File: src/rtl/adc_level_meter.sv
// Block-averaging ADC level meter: turns 10-bit samples into a 0..31 bar level
// with a slowly decaying peak-hold marker, driving a 32-segment LED bar graph.
module adc_level_meter #(
    parameter int AVG_LOG2    = 3,
    parameter int HOLD_TICKS  = 6000000,
    parameter int DECAY_TICKS = 600000
) (
    input  logic       clk12MHz,
    input  logic       reset,
    input  logic       sample_valid,
    input  logic [9:0] sample,
    output logic [4:0] level,
    output logic [4:0] peak,
    output logic       frame_strobe,
    output logic [7:0] leds1,
    output logic [7:0] leds2,
    output logic [7:0] leds3,
    output logic [7:0] leds4
);

    localparam int ACC_W   = 10 + AVG_LOG2;
    localparam int HOLD_W  = (HOLD_TICKS > 0) ? $clog2(HOLD_TICKS + 1) : 1;
    localparam int DECAY_W = (DECAY_TICKS > 1) ? $clog2(DECAY_TICKS) : 1;

    localparam logic [HOLD_W-1:0]  HOLD_LOAD  = HOLD_W'(HOLD_TICKS);
    localparam logic [DECAY_W-1:0] DECAY_LAST = DECAY_W'(DECAY_TICKS - 1);

    logic [ACC_W-1:0]    acc_q, acc_d;
    logic [AVG_LOG2-1:0] cnt_q, cnt_d;
    logic [4:0]          level_q, level_d;
    logic [4:0]          peak_q, peak_d;
    logic                frame_strobe_q, frame_strobe_d;
    logic [HOLD_W-1:0]   hold_q, hold_d;
    logic [DECAY_W-1:0]  decay_q, decay_d;

    logic [ACC_W-1:0]    sum_full;
    logic                frame;
    logic                decay_tick;
    logic [31:0]         disp;

    // The top five bits of the block sum above the averaging shift are the bar level.
    always_comb begin
        sum_full       = acc_q + ACC_W'(sample);
        frame          = sample_valid && (cnt_q == '1);
        acc_d          = acc_q;
        cnt_d          = cnt_q;
        level_d        = level_q;
        frame_strobe_d = 1'b0;
        if (sample_valid) begin
            if (frame) begin
                acc_d          = '0;
                cnt_d          = '0;
                level_d        = 5'(sum_full >> (AVG_LOG2 + 5));
                frame_strobe_d = 1'b1;
            end else begin
                acc_d = sum_full;
                cnt_d = cnt_q + AVG_LOG2'(1);
            end
        end
    end

    // Decay ticks keep running while peak sits on the level floor, so the
    // decay phase is preserved if the level later drops.
    always_comb begin
        peak_d     = peak_q;
        hold_d     = hold_q;
        decay_d    = decay_q;
        decay_tick = 1'b0;
        if (frame && (level_d >= peak_q)) begin
            peak_d  = level_d;
            hold_d  = HOLD_LOAD;
            decay_d = '0;
        end else if (hold_q != '0) begin
            hold_d = hold_q - HOLD_W'(1);
        end else if (decay_q == DECAY_LAST) begin
            decay_d    = '0;
            decay_tick = 1'b1;
        end else begin
            decay_d = decay_q + DECAY_W'(1);
        end
        if (decay_tick && (peak_q > level_d)) begin
            peak_d = peak_q - 5'd1;
        end
    end

    always_ff @(posedge clk12MHz) begin
        if (reset) begin
            acc_q          <= '0;
            cnt_q          <= '0;
            level_q        <= '0;
            peak_q         <= '0;
            frame_strobe_q <= 1'b0;
            hold_q         <= '0;
            decay_q        <= '0;
        end else begin
            acc_q          <= acc_d;
            cnt_q          <= cnt_d;
            level_q        <= level_d;
            peak_q         <= peak_d;
            frame_strobe_q <= frame_strobe_d;
            hold_q         <= hold_d;
            decay_q        <= decay_d;
        end
    end

    always_comb begin
        disp = '0;
        for (int i = 0; i < 32; i++) begin
            disp[i] = (6'(i) < {1'b0, level_q}) || ((peak_q != 5'd0) && (peak_q == 5'(i)));
        end
    end

    assign level        = level_q;
    assign peak         = peak_q;
    assign frame_strobe = frame_strobe_q;
    assign leds1        = disp[7:0];
    assign leds2        = disp[15:8];
    assign leds3        = disp[23:16];
    assign leds4        = disp[31:24];

endmodule

File: config.mk
export PLATFORM = sky130hd
export DESIGN_NAME = adc_level_meter
export DESIGN_NICKNAME = d
export VERILOG_FILES = /design/src/rtl/adc_level_meter.sv
export SDC_FILE = /design/constraint.sdc
export NUM_CORES = 1
export LEC_CHECK = 0
export CORE_MARGIN = 8
export CORE_UTILIZATION = 45
export DETAILED_ROUTE_END_ITERATION = 16
export DONT_BUFFER_PORTS = 1
export GPL_TIMING_DRIVEN = 0
export HOLD_SLACK_MARGIN = 0.05
export SYNTH_ARGS = -nofsm -noshare
export SYNTH_HDL_FRONTEND = slang
export SYNTH_SLANG_ARGS = --single-unit
File: constraint.sdc
create_clock -name clk12MHz -period 7.5 [get_ports clk12MHz]
set_input_delay 1.125 -clock clk12MHz [delete_from_list [all_inputs] [get_ports clk12MHz]]
set_output_delay 1.125 -clock clk12MHz [all_outputs]
set_load 0.02 [all_outputs]
==> reports/metrics.cfg, run 1 <==
[sta]
rsz0062_at_grt = no
worstMarginPinSlew_ns = 1.14
fin_crit_ns = 5.23
hold_viol = 0
fmax_mhz = 191
finalSetupViolations = 0
fin_crit_sh = 0.697
slew_headroom = 0.230
setup_ws_ns = 2.27
report.final.slew_viol_count = 0
fin_skew_ns = 0.00813
tns_ns = 0

[placed_design]
placedCellCount = 623
gp_congestion = 0.846
placement.cell_area_um2 = 4370
dp_slack_ns = 2.05
dp_hpwl_um = 7620
numPortBuffers = 0

[floorplan]
start_util = 0.460
die_h_um = 113
fp-row-count = 35
core-area_um2 = 9200
fp.dieArea_um2 = 12800
fp.dieW_um = 113
io_pins = 56

[worst_setup_path]
cp_top_family = compound AO/OA/AOI/OAI gates
path_cells = ha_1 -> and3_1 -> a2111oi_0 -> o21ai_0 -> a41oi_1 -> xnor2_1 -> mux2i_1 -> ha_1 -> o21a_1 -> o31ai_1 -> a21oi_1 -> or2_2 -> clkbuf_1 -> clkbuf_1 -> a31oi_1
cp_slowest_cell = a2111oi_0
startpoint_type = primary input
crit_arrival_ns = 5.43
crit_path_end_kind = flip-flop
cp_max_fo = 10
cp.buffers_inverters = 2
slowest_delay_ns = 0.80
required_ns = 7.70
worstSetupPathType = primary input to flip-flop

[yosys]
syn_nets = 550
syn_inst = 512
synth_warnings = 0
synth_ff_type = dfxtp_1
synth_top_cells_by_area = dfxtp_1, ha_1, nor2_1, xor2_1, xnor2_1
syn-cell-area_um2 = 4230
synth_edf_count = 0
synth_cell_types = 68
synth_top_area_frac = 0.331
yosysTopAreaCell = dfxtp_1
yosysSeqAreaShare = 0.331
synthArstFlopShare = 0
post_synth.cell_area_avg_um2 = 8.27
ys_ff_latch = 70

[cells_and_area]
fin_nets = 561
stdcell_count = 639
area_growth_pct = 7.98
fin_area_um2 = 4570
drive_gt1_frac = 0.0758
n_antenna_cell = 0
fillers = 911

[drt]
ant_nets = 0
drt_iter0_drc = 257
wl_um = 10400
dr_total_vias = 3702
wl_per_cell_um = 16.3
drc = 0
first_pass_iters = 4
via_per_inst = 5.79

[grt]
grt_antenna_before_repair = 0
first_global_vias = 3539
grt_first_pass_wirelength_um = 17200
overflow = 0
grt_max_degree = 13
grt.total_usage = 0.163

[power_and_ir_drop]
p_total_uw = 1290
leakagePower_uw = 0.00181
ir_drop_uv = 212
power_density_nw_per_um2 = 283

[clocking]
clk_latency_ns = 0.34
cts_tree = built
clk_pin_slew_worst_paths_ns = 0.08
postCtsHoldBufs = 0
cts_sinks = 70
cts_root_buf = clkbuf_8
post_cts_resized = 0
htreeDepth = 3
numCtsBuffers = 9
post_cts_buffers = 0
cts_buffer_depth = 2

[outcome]
status = complete, no violations

[min_path]
hp-class = flip-flop to flip-flop

[job]
max_cap_viol_count = 0

==> path summary, 6_finish.rpt <==
check	startpoint	to	slack [ns]	depth (start not counted)
max	sample[3]	hold_q[15]	2.27	15
min	hold_q[22]	hold_q[22]	0.48	2
max reg2reg	acc_q[3]	hold_q[15]	2.75	15
min reg2reg	hold_q[22]	hold_q[22]	0.48	2
==> final cells by class <==
cell class / instances / area, um2 / share of cell area
inverters: 11 / 41.3 / 0.00903
plain buffers: 24 / 100 / 0.0219
clock inverters: 6 / 61.3 / 0.0134
well taps: 111 / 139 / 0.0304
multi-input cells: 407 / 2690 / 0.589
flip-flops and latches: 70 / 1400 / 0.307
clock buffers: 10 / 138 / 0.0301
==> placed cells by master (no fill, tap or decap), drive strengths merged, types with 3 or more instances in the layout <==
cell    count
nor2       70
dfxtp      70
nand2      36
clkbuf     30
a21oi      29
xor2       25
ha         24
nand3      22
xnor2      21
o21ai      19
nor2b      13
nor3       13
inv        10
o22ai      10
or3         9
o211ai      8
nand2b      7
nand4       7
and3        7
nor4        7
or2         6
a211oi      5
mux2i       5
and4        5
clkinv      5
or4         5
and2        4
a31oi       4
buf         4
a21o        3
nor4bb      3
a211o       3
nor4b       3
==> per-layer routing <==
| metal | up-vias | wire (um) | GRT usage |
|---|---|---|---|
| met4 | 0 | 84 | 0.0604 |
| li1 | 1860 | - | - |
| met5 | - | 0 | 0 |
| met3 | 9 | 744 | 0.0463 |
| met2 | 89 | 4730 | 0.259 |
| met1 | 1744 | 4840 | 0.205 |
==> worst min-delay path, delay by kind of cell, from the launching register on <==
family,cells,cell delay [ns]
AO/OA/AOI/OAI,2,0.11
flip-flops,1,0.32
==> synth_stat cells (4+ instances only) <==
| cell | instances |
|---|---|
| clkbuf_1 | 20 |
| and4_1 | 4 |
| and2_1 | 4 |
| o21ai_0 | 18 |
| nand4_1 | 7 |
| or3_1 | 7 |
| nor2b_1 | 13 |
| xnor2_1 | 21 |
| inv_1 | 10 |
| dfxtp_1 | 70 |
| mux2i_1 | 5 |
| a21oi_1 | 29 |
| nand2_1 | 36 |
| a31oi_1 | 4 |
| o22ai_1 | 10 |
| nand2b_1 | 7 |
| or2_2 | 6 |
| and3_1 | 6 |
| ha_1 | 24 |
| nor3_1 | 13 |
| o211ai_1 | 8 |
| a211oi_1 | 5 |
| nor4_1 | 4 |
| xor2_1 | 25 |
| nor2_1 | 70 |
| nand3_1 | 21 |
==> per-stage QoR <==
step,util,hold slack [ns]
CTS,0.497,0.475
floorplan,-,0.439
finish,0.497,0.476
detailed placement,0.475,0.464
global placement,0.475,0.452
global route,0.497,0.514
==> report_power, final <==
part | internal [uW] | leakage, uW | switching (uW)
Combinational | 230 | 0.00114 | 282
Clock | 161 | 0.000102 | 146
Sequential | 429 | 0.000569 | 47.6
==> cells by family (layout without fill, tap and decap cells) <==
family | Yosys count | after routing | synth area share
muxes | 7 | 7 | 0.0171
buffers and inverters | 35 | 51 | 0.0334
adders and majority gates | 25 | 25 | 0.0757
AOI/OAI and AO/OA | 105 | 105 | 0.161
DFF | 70 | 70 | 0.331
and+or+nand+nor | 224 | 224 | 0.287
xor gates and xnor gates | 46 | 46 | 0.0952
==> flip-flops by register name, indices dropped and copies added (netlist names) <==
name,flops
hold_q,23
decay_q,20
acc_q,13
level,5
peak,5
cnt_q,3
frame_strobe,1
Power figures use the tool's default switching activity.
==> run 2, diff against run 1 <==
==> constraint.sdc (replaced) <==
create_clock -name clk12MHz -period 5.35 [get_ports clk12MHz]
set_input_delay 0.8025 -clock clk12MHz [delete_from_list [all_inputs] [get_ports clk12MHz]]
set_output_delay 0.8025 -clock clk12MHz [all_outputs]
set_load 0.02 [all_outputs]
==> results of run 2 <==
Same layout as run 1 (identical final DEF). Status: complete, no violations.
Among the figures that moved: setup slack after placement 2.05 ns -> 0.224 ns; setup slack after layout 2.27 ns -> 0.447 ns; register-to-register setup slack 2.75 ns -> 0.60 ns; total power 1290 uW -> 1820 uW; worst IR drop on VDD 212 uV -> 297 uV
==> run 3, diff against run 2 <==
--- a/config.mk
+++ b/config.mk
@@ -5,7 +5,7 @@
 export SDC_FILE = /design/constraint.sdc
 export NUM_CORES = 1
 export LEC_CHECK = 0
-export CORE_MARGIN = 8
+export CORE_MARGIN = 2
 export CORE_UTILIZATION = 45
 export DETAILED_ROUTE_END_ITERATION = 16
 export DONT_BUFFER_PORTS = 1
==> run 3 against run 2 <==
  * Clock skew rose by 0.0080 ns
  * Global-route usage rose by 3.5 points
  * Worst setup slack better by 0.13 ns
  * Power grew 8.1%
  * Largest power group unchanged
==> reports/metrics.cfg, run 3 (synthesized netlist as in run 1, its figures left out) <==
[outcome]
status = complete, no violations

[drt]
wl_per_cell_um = 15.6  ; -4.5%
ant_nets = 0  ; unchanged
wl_um = 9940  ; -4.5%
wl_met2_um = 4490  ; -5.1%
via_per_inst = 5.80  ; +0.16%
first_pass_iters = 4  ; unchanged
wl_met1_um = 4780  ; -1.3%
drc = 0  ; unchanged
drt_iter0_drc = 134  ; -48%
top_layer = met4
wl_met3_um = 541  ; -27%
dr_total_vias = 3708  ; +0.16%

[power_and_ir_drop]
power_density_nw_per_um2 = 423
ir_drop_uv = 266
leakagePower_uw = 0.00184  ; +1.5%

[placed_design]
gp_congestion = 0.935  ; +10%
dp_hpwl_um = 7200  ; -5.6%
numPortBuffers = 0  ; unchanged

[cells_and_area]
final-seq-area_um2 = 1400  ; unchanged
area_growth_pct = 9.64
fillers = 891  ; -2.2%
largestRegisters = hold_q: 23 flops, decay_q: 20 flops, acc_q: 13 flops
n_antenna_cell = 0  ; unchanged
final_cell_mix = nor2_1, dfxtp_1, nand2_1, a21oi_1, xor2_1
fin_nets = 561  ; unchanged
multi_input_area_um2 = 2690  ; unchanged
drive_gt1_frac = 0.0758  ; unchanged
largest_reg_flops = 23  ; unchanged
top_register = hold_q
fin_util = 0.505  ; +0.00762

[clocking]
numCtsBuffers = 9  ; unchanged
postCtsHoldBufs = 0  ; unchanged
post_cts_resized = 0  ; unchanged
cts_tree = built
post_cts_buffers = 0  ; unchanged
clk_latency_ns = 0.36  ; +0.02 ns
cts_root_buf = clkbuf_8
htreeDepth = 3  ; unchanged
cts_sinks = 70  ; unchanged
cts_buffer_depth = 2  ; unchanged
clk_pin_slew_worst_paths_ns = 0.07  ; about the same

[sta]
tns_ns = 0  ; unchanged
fmax_mhz = 209
hold_viol = 0  ; unchanged
report.final.slew_viol_count = 0  ; unchanged
slew_headroom = 0.246  ; +0.0165
finalSetupViolations = 0  ; unchanged
fin_skew_ns = 0.0162  ; +0.00804 ns
fin_crit_sh = 0.893
fin_crit_ns = 4.78
rsz0062_at_grt = no
worstMarginPinSlew_ns = 1.12  ; -0.0245 ns

[floorplan]
fp.dieArea_um2 = 10200  ; -20%
die_h_um = 101  ; -11%
io_pins = 56  ; unchanged
start_util = 0.460  ; unchanged
fp.dieW_um = 101  ; -11%
core-area_um2 = 9200  ; unchanged
fp-row-count = 35  ; unchanged

[worst_setup_path]
worstSetupPathType = primary input to flip-flop
crit_path_end_kind = flip-flop
startpoint_type = primary input
cp_max_fo = 10  ; unchanged
crit_arrival_ns = 5.06
required_ns = 5.63

[job]
max_cap_viol_count = 0  ; unchanged

[grt]
first_global_vias = 3438  ; -2.9%
grt_max_degree = 14  ; +1
grt_first_pass_wirelength_um = 16300  ; -5.3%
overflow = 0  ; unchanged
grt.total_usage = 0.198  ; +0.0352
grt_antenna_before_repair = 0  ; unchanged

[min_path]
hp-class = flip-flop to flip-flop

run 3: cell count changes in the layout (fill, tap and decap cells not counted):
cell       before  now
clkbuf_8       10    9
bufinv_16       1    4
clkinv_2        3    0
inv_6           0    1
run 3: path summary, 6_finish.rpt:
path                                 start         end  slack (ns)  depth (start not counted)
worst max-delay path             sample[3]  decay_q[1]        0.57                         15
worst min-delay path            hold_q[22]  hold_q[22]        0.46                          2
worst max register to register    acc_q[3]  decay_q[1]        0.71                         15
worst min register to register  hold_q[22]  hold_q[22]        0.46                          2
run 3: report_power, final:
part,switching [uW],total (uW),internal (uW)
clock,216,575,359
combinational,396,717,321
sequential,68.0,669,601
run 3: critical path, cell delays in order:
cell and delay, ns:
ha_1 0.33, and3_1 0.21, a2111oi_0 0.70, o21ai_0 0.31, a41oi_1 0.33, xnor2_1 0.28, mux2i_1 0.15, ha_1 0.34
o21a_1 0.12, o31ai_1 0.06, a21oi_1 0.38, o21ai_0 0.34, or2_2 0.38, buf_2 0.19, a21oi_1 0.13
run 3: cell type report:
| cell class | instances | share of cell area |
|---|---|---|
| clock inverter | 7 | 0.0313 |
| tap | 111 | 0.0299 |
| clock buffer | 9 | 0.0267 |
| inverter | 11 | 0.00890 |
| sequential | 70 | 0.302 |
| multi-input combinational | 407 | 0.580 |
| buffer | 24 | 0.0216 |
run 3: metrics by stage:
step	area [um2]	power, uW	hold WS, ns	worst slack, ns	instances
4_1_cts	4640	1980	0.464	0.568	639
2_1_floorplan	4230	1270	0.439	1.05	512
6_report	4640	1960	0.463	0.573	639
3_3_place_gp	4370	1380	0.452	0.292	623
3_5_place_dp	4370	1390	0.453	0.233	623
5_1_grt	4640	2090	0.492	0.126	639
run 3: routing by layer:
layer	vias to the layer above	GRT usage
met3	10	0.0527
met2	97	0.324
met4	0	0.0593
met1	1731	0.257
met5	-	0
li1	1870	-
